--- config.mk ---
export PLATFORM = sky130hd
export DESIGN_NAME = dmem_access_unit
export DESIGN_NICKNAME = d
export VERILOG_FILES = /design/src/rtl/dmem_access_unit.sv
export SDC_FILE = /design/constraint.sdc
export NUM_CORES = 1
export LEC_CHECK = 0
export ABC_AREA = 1
export BUFFER_PORTS_ARGS = -buffer_cell sky130_fd_sc_hd__buf_2
export CAP_MARGIN = 40
export CORE_MARGIN = 2
export CORE_UTILIZATION = 33
export CTS_CLUSTER_DIAMETER = 100
export DETAILED_ROUTE_END_ITERATION = 7
export GPL_TIMING_DRIVEN = 0
export HOLD_SLACK_MARGIN = 0.08
export MAX_ROUTING_LAYER = met4
export SLEW_MARGIN = 20
export SYNTH_ARGS = -nofsm -noshare
export SYNTH_HDL_FRONTEND = slang
export SYNTH_SLANG_ARGS = --single-unit
--- constraint.sdc ---
create_clock -name clk -period 4.3 [get_ports clk]
set_clock_uncertainty 0.1 [all_clocks]
set_input_delay 0.86 -clock clk [delete_from_list [all_inputs] [get_ports clk]]
set_output_delay 0.86 -clock clk [all_outputs]
set_load 0.03 [all_outputs]
--- src/rtl/dmem_access_unit.sv ---
// dmem_access_unit
// Load/store sequencer sitting in front of the single-port DCache block RAM.
// It takes one byte-addressed request at a time and turns it into word
// accesses on the DCache port. Sub-word stores are done as read-modify-write.
// Loads are sign- or zero-extended. Misaligned and out-of-range requests
// complete with an error and never touch the RAM.

module dmem_access_unit #(
  parameter int ADDR_W   = 16,
  parameter int READ_LAT = 1
) (
  input  logic              clk,
  input  logic              rst,
  input  logic              req_valid,
  output logic              req_ready,
  input  logic              req_we,
  input  logic [1:0]        req_size,
  input  logic              req_unsigned,
  input  logic [31:0]       req_addr,
  input  logic [31:0]       req_wdata,
  output logic              resp_valid,
  output logic              resp_err,
  output logic [31:0]       resp_rdata,
  output logic              dc_en,
  output logic              dc_we,
  output logic [ADDR_W-1:0] dc_addr,
  output logic [31:0]       dc_din,
  input  logic [31:0]       dc_dout
);

  localparam int CNT_W = (READ_LAT > 1) ? $clog2(READ_LAT) : 1;

  typedef enum logic [2:0] {
    ST_IDLE   = 3'd0,
    ST_ERR    = 3'd1,
    ST_ACCESS = 3'd2,
    ST_WAIT   = 3'd3,
    ST_MERGE  = 3'd4,
    ST_RESP   = 3'd5
  } state_t;

  state_t            state_r;
  state_t            next_state_s;

  // Fields captured at acceptance; only the in-range address bits are kept
  // because the range check has already been applied to the full address.
  logic              we_r;
  logic [1:0]        size_r;
  logic              uns_r;
  logic [ADDR_W+1:0] addr_r;
  logic [31:0]       wdata_r;
  logic [31:0]       rdword_r;
  logic [CNT_W-1:0]  wait_cnt_r;

  logic              resp_valid_r;
  logic              resp_err_r;
  logic [31:0]       resp_rdata_r;

  logic              accept_s;
  logic              last_wait_s;
  logic              word_store_s;
  logic              dc_en_s;
  logic              dc_we_s;
  logic [ADDR_W-1:0] dc_addr_s;
  logic [31:0]       dc_din_s;

  // Returns 1 when a request is misaligned, has an illegal size or lies
  // beyond the DCache address space.
  function automatic logic req_bad(input logic [1:0] size, input logic [31:0] addr);
    logic align_bad;
    logic range_bad;
    case (size)
      2'b00:   align_bad = 1'b0;
      2'b01:   align_bad = addr[0];
      2'b10:   align_bad = (addr[1:0] != 2'b00);
      default: align_bad = 1'b1;
    endcase
    range_bad = ((addr >> (ADDR_W + 2)) != 32'd0);
    return align_bad | range_bad;
  endfunction

  // Replaces the addressed byte/halfword lane of old_word with the low bits
  // of new_data (little-endian lane numbering).
  function automatic logic [31:0] merge_lane(input logic [31:0] old_word,
                                             input logic [31:0] new_data,
                                             input logic [1:0]  size,
                                             input logic [1:0]  off);
    logic [31:0] res;
    res = old_word;
    case (size)
      2'b00: begin
        case (off)
          2'b00:   res[7:0]   = new_data[7:0];
          2'b01:   res[15:8]  = new_data[7:0];
          2'b10:   res[23:16] = new_data[7:0];
          default: res[31:24] = new_data[7:0];
        endcase
      end
      2'b01: begin
        if (off[1]) begin
          res[31:16] = new_data[15:0];
        end else begin
          res[15:0] = new_data[15:0];
        end
      end
      2'b10:   res = new_data;
      default: res = old_word;
    endcase
    return res;
  endfunction

  // Picks the addressed lane out of a fetched word and extends it to 32 bits.
  function automatic logic [31:0] load_extend(input logic [31:0] word,
                                              input logic [1:0]  size,
                                              input logic [1:0]  off,
                                              input logic        uns);
    logic [7:0]  b;
    logic [15:0] h;
    logic [31:0] res;
    case (off)
      2'b00:   b = word[7:0];
      2'b01:   b = word[15:8];
      2'b10:   b = word[23:16];
      default: b = word[31:24];
    endcase
    h = off[1] ? word[31:16] : word[15:0];
    case (size)
      2'b00:   res = uns ? {24'h000000, b} : {{24{b[7]}}, b};
      2'b01:   res = uns ? {16'h0000, h}   : {{16{h[15]}}, h};
      default: res = word;
    endcase
    return res;
  endfunction

  assign req_ready    = (state_r == ST_IDLE) && !rst;
  assign accept_s     = req_valid && req_ready;
  assign last_wait_s  = (wait_cnt_r == CNT_W'(READ_LAT - 1));
  assign word_store_s = we_r && (size_r == 2'b10);

  // State register.
  always_ff @(posedge clk) begin
    if (rst) begin
      state_r <= ST_IDLE;
    end else begin
      state_r <= next_state_s;
    end
  end

  // Next-state decode.
  always_comb begin
    next_state_s = state_r;
    case (state_r)
      ST_IDLE: begin
        if (accept_s) begin
          next_state_s = req_bad(req_size, req_addr) ? ST_ERR : ST_ACCESS;
        end else begin
          next_state_s = ST_IDLE;
        end
      end
      ST_ERR:    next_state_s = ST_RESP;
      ST_ACCESS: begin
        if (word_store_s) begin
          next_state_s = ST_RESP;
        end else begin
          next_state_s = ST_WAIT;
        end
      end
      ST_WAIT: begin
        if (last_wait_s) begin
          next_state_s = we_r ? ST_MERGE : ST_RESP;
        end else begin
          next_state_s = ST_WAIT;
        end
      end
      ST_MERGE:  next_state_s = ST_RESP;
      ST_RESP:   next_state_s = ST_IDLE;
      default:   next_state_s = ST_IDLE;
    endcase
  end

  // Capture the request fields on acceptance.
  always_ff @(posedge clk) begin
    if (rst) begin
      we_r    <= 1'b0;
      size_r  <= 2'b00;
      uns_r   <= 1'b0;
      addr_r  <= '0;
      wdata_r <= 32'd0;
    end else if (accept_s) begin
      we_r    <= req_we;
      size_r  <= req_size;
      uns_r   <= req_unsigned;
      addr_r  <= req_addr[ADDR_W+1:0];
      wdata_r <= req_wdata;
    end else begin
      we_r    <= we_r;
      size_r  <= size_r;
      uns_r   <= uns_r;
      addr_r  <= addr_r;
      wdata_r <= wdata_r;
    end
  end

  // Count read-latency cycles and capture the RAM word on the last one.
  always_ff @(posedge clk) begin
    if (rst) begin
      wait_cnt_r <= '0;
      rdword_r   <= 32'd0;
    end else if (state_r == ST_WAIT) begin
      wait_cnt_r <= wait_cnt_r + CNT_W'(1);
      rdword_r   <= last_wait_s ? dc_dout : rdword_r;
    end else begin
      wait_cnt_r <= '0;
      rdword_r   <= rdword_r;
    end
  end

  // Response registers, loaded on the transition into RESP.
  always_ff @(posedge clk) begin
    if (rst) begin
      resp_valid_r <= 1'b0;
      resp_err_r   <= 1'b0;
      resp_rdata_r <= 32'd0;
    end else begin
      resp_valid_r <= (next_state_s == ST_RESP);
      resp_err_r   <= (next_state_s == ST_RESP) && (state_r == ST_ERR);
      if (next_state_s == ST_RESP) begin
        if ((state_r == ST_WAIT) && !we_r) begin
          resp_rdata_r <= load_extend(dc_dout, size_r, addr_r[1:0], uns_r);
        end else begin
          resp_rdata_r <= 32'd0;
        end
      end else begin
        resp_rdata_r <= resp_rdata_r;
      end
    end
  end

  // DCache port drive; held quiet during reset so no write slips through.
  always_comb begin
    dc_en_s   = 1'b0;
    dc_we_s   = 1'b0;
    dc_addr_s = '0;
    dc_din_s  = 32'd0;
    if (rst) begin
      dc_en_s = 1'b0;
      dc_we_s = 1'b0;
    end else begin
      case (state_r)
        ST_ACCESS: begin
          dc_en_s   = 1'b1;
          dc_addr_s = addr_r[ADDR_W+1:2];
          if (word_store_s) begin
            dc_we_s  = 1'b1;
            dc_din_s = wdata_r;
          end else begin
            dc_we_s  = 1'b0;
            dc_din_s = 32'd0;
          end
        end
        ST_MERGE: begin
          dc_en_s   = 1'b1;
          dc_we_s   = 1'b1;
          dc_addr_s = addr_r[ADDR_W+1:2];
          dc_din_s  = merge_lane(rdword_r, wdata_r, size_r, addr_r[1:0]);
        end
        default: begin
          dc_en_s = 1'b0;
          dc_we_s = 1'b0;
        end
      endcase
    end
  end

  assign dc_en      = dc_en_s;
  assign dc_we      = dc_we_s;
  assign dc_addr    = dc_addr_s;
  assign dc_din     = dc_din_s;
  assign resp_valid = resp_valid_r;
  assign resp_err   = resp_err_r;
  assign resp_rdata = resp_rdata_r;

endmodule

==> results.yml, run 1 <==
status:
  status: "finished, final reports clean"
power_and_ir_drop:
  internal_power_mw: 2.50
  p_leak_nw: 4.24
  p_clk_frac: 0.414
  comb_power_share: 0.234
  irDropWorstVdd_v: 0.000293
  total_power_mw: 3.75
  power.share.sequential: 0.352
  p_sw_frac: 0.333
  power_density_nw_per_um2: 431
  p_sw_mw: 1.25
flow_run:
  drv_cap: 0
route:
  wl_mm: 25.6
  drc: 0
  drt_iter0_markers: 674
  vias: 7845
  ant_nets: 0
  first_pass_iters: 6
  wl_per_cell_um: 16.0
  via_per_inst: 4.91
synth:
  yosys_warnings: 0
  syn_avg_cell_area_um2: 6.15
  synth-edff-count: 0
  synth_area_leaders: "dfxtp_1 (36%), nand2_1 (19%), a21oi_1 (9.0%)"
  ys_seq_elements: 124
  netlist_instances: 1107
  synth_top_area_share: 0.365
  ys_seq_area_frac: 0.365
  synth.most_common_cell: "nand2_1"
  synth_cell_types: 27
  syn_area_um2: 6810
  synth-main-ff-cell: "dfxtp_1"
  synth_area_leader_cell: "dfxtp_1"
  synth_common_cells: "nand2_1 (344), nor2_1 (130), dfxtp_1 (124)"
  async_reset_ff_frac: 0
  syn-num-nets: 1210
floorplanning:
  die-width_um: 148
  core_um2: 20200
  initial_utilization: 0.336
  num_rows: 52
  die-area_um2: 21800
  ios: 188
  dieHeight_um: 148
global_route:
  antenna_found_initial: 1
  grt_use_total: 0.240
  grt_pass1_vias: 7169
  grt_start_max_net_pins: 17
  grt_pass1_wl_mm: 39.2
  overflow: 0
sta:
  fin_crit_ps: 3700
  fmax_mhz: 270
  rsz0062_at_grt: "no"
  worst_pin_slew_ps: 769
  setup_viol: 0
  slew_viol_final: 0
  max_slew_margin: 0.486
  post-route-period-util: 0.861
  setup_tns_ps: 0
  finalHoldViolCount: 0
critical_path:
  startpoint_type: "register"
  rr_startpoint: "state_r[1]$_SDFF_PP0_"
  cp_data_arrival_time_ps: 2740
  end_kind: "output pin"
  crit_type: "register to output pin"
  cp_max_fo: 10
  crit_required_ps: 3340
  crit_path_start: "size_r[1]$_SDFFE_PP0N_"
placement:
  postPlaceCellArea_um2: 8080
  dp_cells: 1564
  port_buffers: 187
  hpwl_mm: 19.9
  place.gp.congestion: 0.963
cells_and_area:
  final_area_um2: 8710
  drive_gt1_frac: 0.209
  final_nets: 1416
  n_fill_cell: 2190
  finalNonFillerCells: 1597
  syn_to_final_growth_pct: 28.0
clocking:
  cts_made_buffers: 17
  cts_tree: "built"
  cts_setup_buffers: 0
  cts_resized: 0
  htree_levels: 4
  cts.sinks: 124
  postCtsHoldBufs: 0
  cts_buffer_depth: 2
  clk_latency_ps: 430
  clockRootBuffer: "clkbuf_16"
  clkTransAtPathRegs_ps: 60
hold_path:
  hp-start: "addr_r[2]$_SDFFE_PP0N_"
  hp-class: "register to register"
[stage by stage]
stage               setup slack (ps)  hold WS, ps   util
global placement                1130          343  0.399
CTS                              650          356  0.430
floorplan                        913          330      -
global route                     384          381  0.431
finish                           597          354  0.431
detailed placement              1110          346  0.399
[power by group through the flow]
| stage | Sequential [mW] | Combinational, mW | Clock, mW |
|---|---|---|---|
| 6_report | 1.32 | 0.878 | 1.55 |
| 4_1_cts | 1.32 | 0.879 | 1.58 |
| 2_1_floorplan | 1.44 | 0.482 | 0 |
| 5_1_grt | 1.33 | 0.970 | 1.63 |
| 3_5_place_dp | 1.34 | 0.875 | 0 |
| 3_3_place_gp | 1.34 | 0.870 | 0 |
[worst paths after layout]
kind                                 endpoint  slack [ps]  cells past startpoint
setup reg to reg  resp_rdata[12]$_SDFFE_PP0N_        2110                      9
hold reg to reg        addr_r[2]$_SDFFE_PP0N_         350                      2
setup / recovery                    dc_din[8]         600                     10
hold / removal         addr_r[2]$_SDFFE_PP0N_         350                      2
[layer usage]
| layer | global-route usage | vias up | wire length [µm] |
|---|---|---|---|
| li1 | - | 3981 | - |
| met1 | 0.322 | 3517 | 12000 |
| met2 | 0.371 | 315 | 11300 |
| met3 | 0.0475 | 32 | 1870 |
| met4 | 0.0606 | 0 | 416 |
| met5 | - | - | 0 |
[critical path, cell delays in order (launching register included)]
cell and delay (ps):
dfxtp_1 330, buf_2 200, inv_2 80, nand2_1 100, nor2_1 430, o21bai_1 440, nand2_1 110, nand3_1 110
nand2_1 50, a21oi_1 220, buf_2 240
[layout make-up]
class                           count  area (µm²)  area share
Timing Repair Buffer              187         936       0.107
Tap cell                          270         338      0.0388
Sequential cell                   124        2480       0.285
Multi-Input combinational cell    825        3690       0.424
Antenna cell                        2        5.00    0.000574
Clock buffer                       18         439      0.0504
Inverter                           90         338      0.0388
Clock inverter                     13         189      0.0217
Buffer                             68         297      0.0340
[flip-flops by register name, indices dropped and copies added (netlist names)]
| signal | flops |
|---|---|
| addr_r | 18 |
| rdword_r | 32 |
| resp_err | 1 |
| resp_rdata | 32 |
| resp_valid | 1 |
| size_r | 2 |
| state_r | 3 |
| uns_r | 1 |
| wait_cnt_r | 1 |
| wdata_r | 32 |
| we_r | 1 |
[cells by family (layout without fill, tap and decap cells)]
family	Yosys count	after routing	share of synthesized area
AOI/OAI and AO/OA	251	251	0.195
buffers and inverters	158	376	0.0932
DFF	124	124	0.365
other	0	2	0
and+or+nand+nor	574	574	0.348
[cells in the final DEF (no fill, tap or decap), drive strengths merged]
cell type	synthesis	final
a21oi	124	124
a22oi	16	16
a31oi	1	1
buf	31	218
bufinv	0	4
clkbuf	37	55
clkinv	0	4
clkinvlp	0	2
dfxtp	124	124
diode	0	2
inv	90	93
nand2	347	347
nand3	80	80
nor2	136	136
nor3	2	2
nor4	1	1
o21ai	92	92
o21bai	1	1
o22ai	17	17
or2	8	8
Power figures use the tool's default switching activity.
==> run 2: changes to the inputs <==
- GPL_TIMING_DRIVEN: 0 -> unset
==> run 2 against run 1 <==
Fmax fell by 1.2%. First-iteration DRC count rose by 20%. Core utilization fell by 1.1 points. Sequential power barely moved. Worst hold slack got worse by 4.3 ps. Register-to-register slack got worse by 160 ps. Power fell by 4.2%. Via count fell by 3.2%. Combinational power fell by 4.3%. Non-clock buffer count fell by 54.
==> results.yml, run 2 (synthesized netlist as in run 1, its figures left out) <==
clocking:
  cts.sinks: 124
  clkTransAtPathRegs_ps: 60
  cts_buffer_depth: 2
  cts_tree: "built"
  cts_setup_buffers: 0
  clockRootBuffer: "clkbuf_16"
  cts_resized: 0
  htree_levels: 4
  cts_made_buffers: 17
  postCtsHoldBufs: 0
  clk_latency_ps: 410
sta:
  post-route-period-util: 0.872
  setup_viol: 0
  fin_crit_ps: 3750
  slew_viol_final: 0
  finalHoldViolCount: 0
  setup_tns_ps: 0
  worst_pin_slew_ps: 764
  rsz0062_at_grt: "no"
  fmax_mhz: 267
  whs_ps: 349
  fin_ws_ps: 551
  max_slew_margin: 0.490
global_route:
  antenna_found_initial: 0
  grt_pass1_vias: 6835
  grt_use_met2: 0.335
  grt_use_total: 0.224
  grt_busiest_layer: "met2"
  grt_pass1_wl_mm: 37.5
  overflow: 0
  grt_start_max_net_pins: 56
  gr-usage-met1: 0.318
  use_met3: 0.0441
critical_path:
  crit_path_start: "size_r[0]$_SDFFE_PP0N_"
  cpMostUsedCell: "nand2_1"
  crit_path_end: "dc_din[4]"
  slowest_stage: "nor2_1"
  reg2reg_depth: 11
  critPathMaxStageDelay_ps: 600
  end_kind: "output pin"
  r2r_end: "resp_rdata[31]$_SDFFE_PP0N_"
  critical-path-top-delay-family: "simple AND/OR/NAND/NOR gates"
  cp.depth: 8
  crit_required_ps: 3340
  cp_data_arrival_time_ps: 2790
  startpoint_type: "register"
  rr_startpoint: "size_r[0]$_SDFFE_PP0N_"
  cp_max_fo: 16
  path_buf_inv: 1
  worst-r2r-setup-slack_ps: 1950
  critical_path.cell_chain: "nor2_1 > nand2_2 > nand2_1 > nand2_1 > o21ai_0 > nand2_1 > a21oi_1 > buf_2"
  crit_type: "register to output pin"
power_and_ir_drop:
  comb_power_share: 0.234
  power_density_nw_per_um2: 423
  p_clk_frac: 0.398
  irDropWorstVdd_v: 0.000292
  total_power_mw: 3.60
  p_sw_mw: 1.22
  p_leak_nw: 4.12
  internal_power_mw: 2.37
  power.share.sequential: 0.369
  p_sw_frac: 0.341
route:
  via_per_inst: 4.92
  vias: 7593
  first_pass_iters: 7
  wl_mm: 23.9
  ant_nets: 0
  drc: 0
  wl_per_cell_um: 15.5
  drt_iter0_markers: 806
flow_run:
  drv_cap: 0
cells_and_area:
  diodes: 0
  layout_commonest_cell: "nand2_1"
  finalNonFillerCells: 1542
  most-common-layout-cells: "nand2_1 (343), buf_2 (187), nor2_1 (130)"
  final_core_util: 0.420
  final_nets: 1362
  n_fill_cell: 2206
  syn_to_final_growth_pct: 24.8
  final_area_um2: 8500
  drive_gt1_frac: 0.210
placement:
  postPlaceCellArea_um2: 7910
  post-place-ws_ps: 1090
  dp_cells: 1510
  hpwl_mm: 17.3
  port_buffers: 187
  place.gp.congestion: 0.949
hold_path:
  hp-class: "register to register"
status:
  status: "finished, final reports clean"
floorplanning:
  die-width_um: 148
  core_um2: 20200
  ios: 188
  num_rows: 52
  initial_utilization: 0.336
  dieHeight_um: 148
  die-area_um2: 21800
==> run 2: cell types whose count changed in the layout (fill, tap and decap cells not counted), sizes merged <==
cell,delta
buf,-17
diode,-2
clkbuf,-37
clkinv,+2
bufinv,-2
clkinvlp,+2
inv,-1
==> run 2: final cells by class <==
class | count | area [µm²] | area share
clock buffer | 18 | 439 | 0.0517
multi-input combinational | 825 | 3690 | 0.435
clock inverter | 14 | 145 | 0.0171
tap | 270 | 338 | 0.0398
inverter | 90 | 338 | 0.0398
sequential | 124 | 2480 | 0.292
timing repair buffer | 201 | 1060 | 0.125
==> run 2: how the worst min path moves through the flow <==
| stage | from | endpoint | slack (ps) | cells past startpoint |
|---|---|---|---|---|
| 2_1_floorplan | addr_r[10]$_SDFFE_PP0N_ | addr_r[10]$_SDFFE_PP0N_ | 330 | 2 |
| 3_3_place_gp | addr_r[5]$_SDFFE_PP0N_ | addr_r[5]$_SDFFE_PP0N_ | 340 | 2 |
| 3_5_place_dp | addr_r[13]$_SDFFE_PP0N_ | addr_r[13]$_SDFFE_PP0N_ | 340 | 2 |
| 4_1_cts | addr_r[13]$_SDFFE_PP0N_ | addr_r[13]$_SDFFE_PP0N_ | 350 | 2 |
| 5_1_grt | addr_r[10]$_SDFFE_PP0N_ | addr_r[10]$_SDFFE_PP0N_ | 380 | 2 |
| 6_report | addr_r[7]$_SDFFE_PP0N_ | addr_r[7]$_SDFFE_PP0N_ | 350 | 2 |
==> run 2: routing by layer <==
layer / part of all wire / vias to the layer above / routed length (µm)
met4: 0.0098 / 0 / 234
li1: - / 3877 / -
met2: 0.44 / 311 / 10400
met1: 0.47 / 3379 / 11300
met3: 0.081 / 26 / 1920
met5: 0 / - / 0
==> run 2: worst min-delay path: cells and delay by family (launching register included) <==
kind / cells / cell delay (ps)
AOI/OAI and AO/OA: 1 / 50
buffers and inverters: 1 / 60
DFF: 1 / 300
==> run 2: power groups by stage <==
stage / logic (mW) / clock network [mW] / registers, mW
3_5_place_dp: 0.835 / 0 / 1.35
6_report: 0.840 / 1.43 / 1.33
5_1_grt: 0.936 / 1.51 / 1.34
2_1_floorplan: 0.482 / 0 / 1.44
3_3_place_gp: 0.823 / 0 / 1.35
4_1_cts: 0.838 / 1.46 / 1.33
==> run 3: changes to the inputs <==
- ABC_AREA: 1 -> 0
- CTS_BUF_LIST: unset -> sky130_fd_sc_hd__clkbuf_8
==> run 3 against run 2 <==
Sequential cell count did not move. Worst hold slack improved by 3.7 ps. Largest cell class unchanged. Area after synthesis fell by 8.2%. Critical path type unchanged.
==> results.yml, run 3 <==
power_and_ir_drop:
  irDropWorstVdd_v: 0.000225
  power_density_nw_per_um2: 426
  p_clk_frac: 0.343
  p_sw_frac: 0.331
  power.share.sequential: 0.394
  p_sw_mw: 1.10
  p_leak_nw: 2.98
  comb_power_share: 0.263
  total_power_mw: 3.32
  internal_power_mw: 2.22
clocking:
  cts.sinks: 124
  postCtsHoldBufs: 0
  cts_made_buffers: 17
  cts_buffer_depth: 2
  cts_setup_buffers: 0
  cts_tree: "built"
  htree_levels: 4
  clk_latency_ps: 450
  clockRootBuffer: "clkbuf_8"
  clkTransAtPathRegs_ps: 70
  cts_resized: 0
synth:
  async_reset_ff_frac: 0
  synth_cell_types: 45
  syn_avg_cell_area_um2: 7.73
  synth-edff-count: 0
  ys_seq_elements: 124
  synth_common_cells: "nand2_1 (215), dfxtp_1 (124), a21oi_1 (109)"
  synth_area_leaders: "dfxtp_1 (40%), nand2_1 (13%), a21oi_1 (8.7%)"
  syn-num-nets: 912
  synth.most_common_cell: "nand2_1"
  netlist_instances: 809
  synth_compound_area_frac: 0.248
  syn_area_um2: 6250
  synth-main-ff-cell: "dfxtp_1"
  post_synth_and_or_nand_nor_area_fraction: 0.237
  synth_top_area_share: 0.397
  synth_area_leader_cell: "dfxtp_1"
  synth_xor_area_frac: 0.00140
  synth_top_family_by_area: "compound AO/OA/AOI/OAI gates"
  ys_seq_area_frac: 0.397
  yosys_warnings: 0
  synthAdderAreaFrac: 0
  synthMuxAreaShare: 0.0692
route:
  drc: 0
  ant_nets: 0
  wl_met2_mm: 10.7
  wl_met1_mm: 9.36
  drt_iter0_markers: 570
  first_pass_iters: 7
  highest_layer: "met4"
  dr_wl_met3_mm: 1.18
  wl_mm: 21.7
  vias: 6298
  wl_per_cell_um: 17.9
  via_per_inst: 5.20
critical_path:
  end_kind: "output pin"
  crit_path_start: "addr_r[1]$_SDFFE_PP0N_"
  startpoint_type: "register"
  crit_type: "register to output pin"
  cp_max_fo: 18
  crit_path_end: "dc_din[7]"
  crit_required_ps: 3340
  rr_startpoint: "size_r[0]$_SDFFE_PP0N_"
  cp_data_arrival_time_ps: 3060
  r2r_end: "resp_rdata[16]$_SDFFE_PP0N_"
  reg2reg_depth: 7
  worst-r2r-setup-slack_ps: 1730
cells_and_area:
  final_core_util: 0.417
  drive_gt1_frac: 0.252
  final_area_um2: 7780
  most-common-layout-cells: "nand2_1 (214), buf_2 (186), dfxtp_1 (124)"
  layout_commonest_cell: "nand2_1"
  final_nets: 1069
  syn_to_final_growth_pct: 24.5
  diodes: 0
  finalNonFillerCells: 1210
sta:
  slew_viol_final: 0
  max_slew_margin: 0.363
  finalHoldViolCount: 0
  fin_crit_ps: 4020
  rsz0062_at_grt: "no"
  fmax_mhz: 249
  post-route-period-util: 0.935
  setup_tns_ps: 0
  setup_viol: 0
  worst_pin_slew_ps: 948
floorplanning:
  die-width_um: 142
  num_rows: 50
  die-area_um2: 20100
  dieHeight_um: 142
  ios: 188
  core_um2: 18600
  initial_utilization: 0.335
global_route:
  overflow: 0
  grt_pass1_vias: 5866
  antenna_found_initial: 0
  grt_start_max_net_pins: 129
  grt_pass1_wl_mm: 31.8
  grt_use_total: 0.213
placement:
  postPlaceCellArea_um2: 7350
  port_buffers: 187
  hpwl_mm: 15.5
  place.gp.congestion: 0.896
  dp_cells: 1181
flow_run:
  drv_cap: 0
hold_path:
  hp-class: "register to register"
  holdPathStages: 2
  hp-start: "addr_r[6]$_SDFFE_PP0N_"
status:
  status: "finished, final reports clean"
==> run 3: worst min-delay path by stage <==
stage                     slack, ps                   endpoint
after floorplan                 330    addr_r[10]$_SDFFE_PP0N_
after global placement          340  rdword_r[16]$_SDFFE_PP0P_
after detailed placement        340     addr_r[2]$_SDFFE_PP0N_
after CTS                       350     addr_r[2]$_SDFFE_PP0N_
after global routing            380   wdata_r[23]$_SDFFE_PP0N_
final                           350     addr_r[6]$_SDFFE_PP0N_
==> run 3: through the flow <==
step	worst slack, ps	hold slack, ps
4_1_cts	306	354
3_3_place_gp	847	340
5_1_grt	101	376
3_5_place_dp	792	343
6_report	277	353
2_1_floorplan	1160	332
==> run 3: per-layer routing <==
layer	track usage	up-vias
li1	-	3117
met1	0.257	2948
met2	0.358	198
met3	0.0429	35
met4	0.0721	0
met5	-	-
==> run 3: kinds of logic after synthesis <==
logic type	after synthesis
simple gates	330
flops	124
xor+xnor	1
buf+inv	70
compound gates	241
mux	43
==> run 3: power groups by stage <==
stage / sequential [mW] / clock, mW / combinational (mW)
after floorplan: 1.29 / 0 / 0.692
after global placement: 1.33 / 0 / 0.872
after detailed placement: 1.33 / 0 / 0.870
after CTS: 1.30 / 1.16 / 0.873
after global routing: 1.31 / 1.21 / 0.942
final: 1.31 / 1.14 / 0.873
==> run 3: cell type report <==
class                   count  area [µm²]
fillers                  1948       10900
flip-flops and latches    124        2480
clock inverters             8         141
repair buffers            203        1070
inverters                   5        18.8
multi-input cells         615        3480
well taps                 234         293
clock buffers              21         289
==> run 3: worst max-delay path, cell delays in order (launching register included) <==
cell,delay (ps)
dfxtp_1,780
inv_1,360
a21oi_1,680
o31ai_2,290
a22oi_1,210
nor2_1,80
buf_2,210
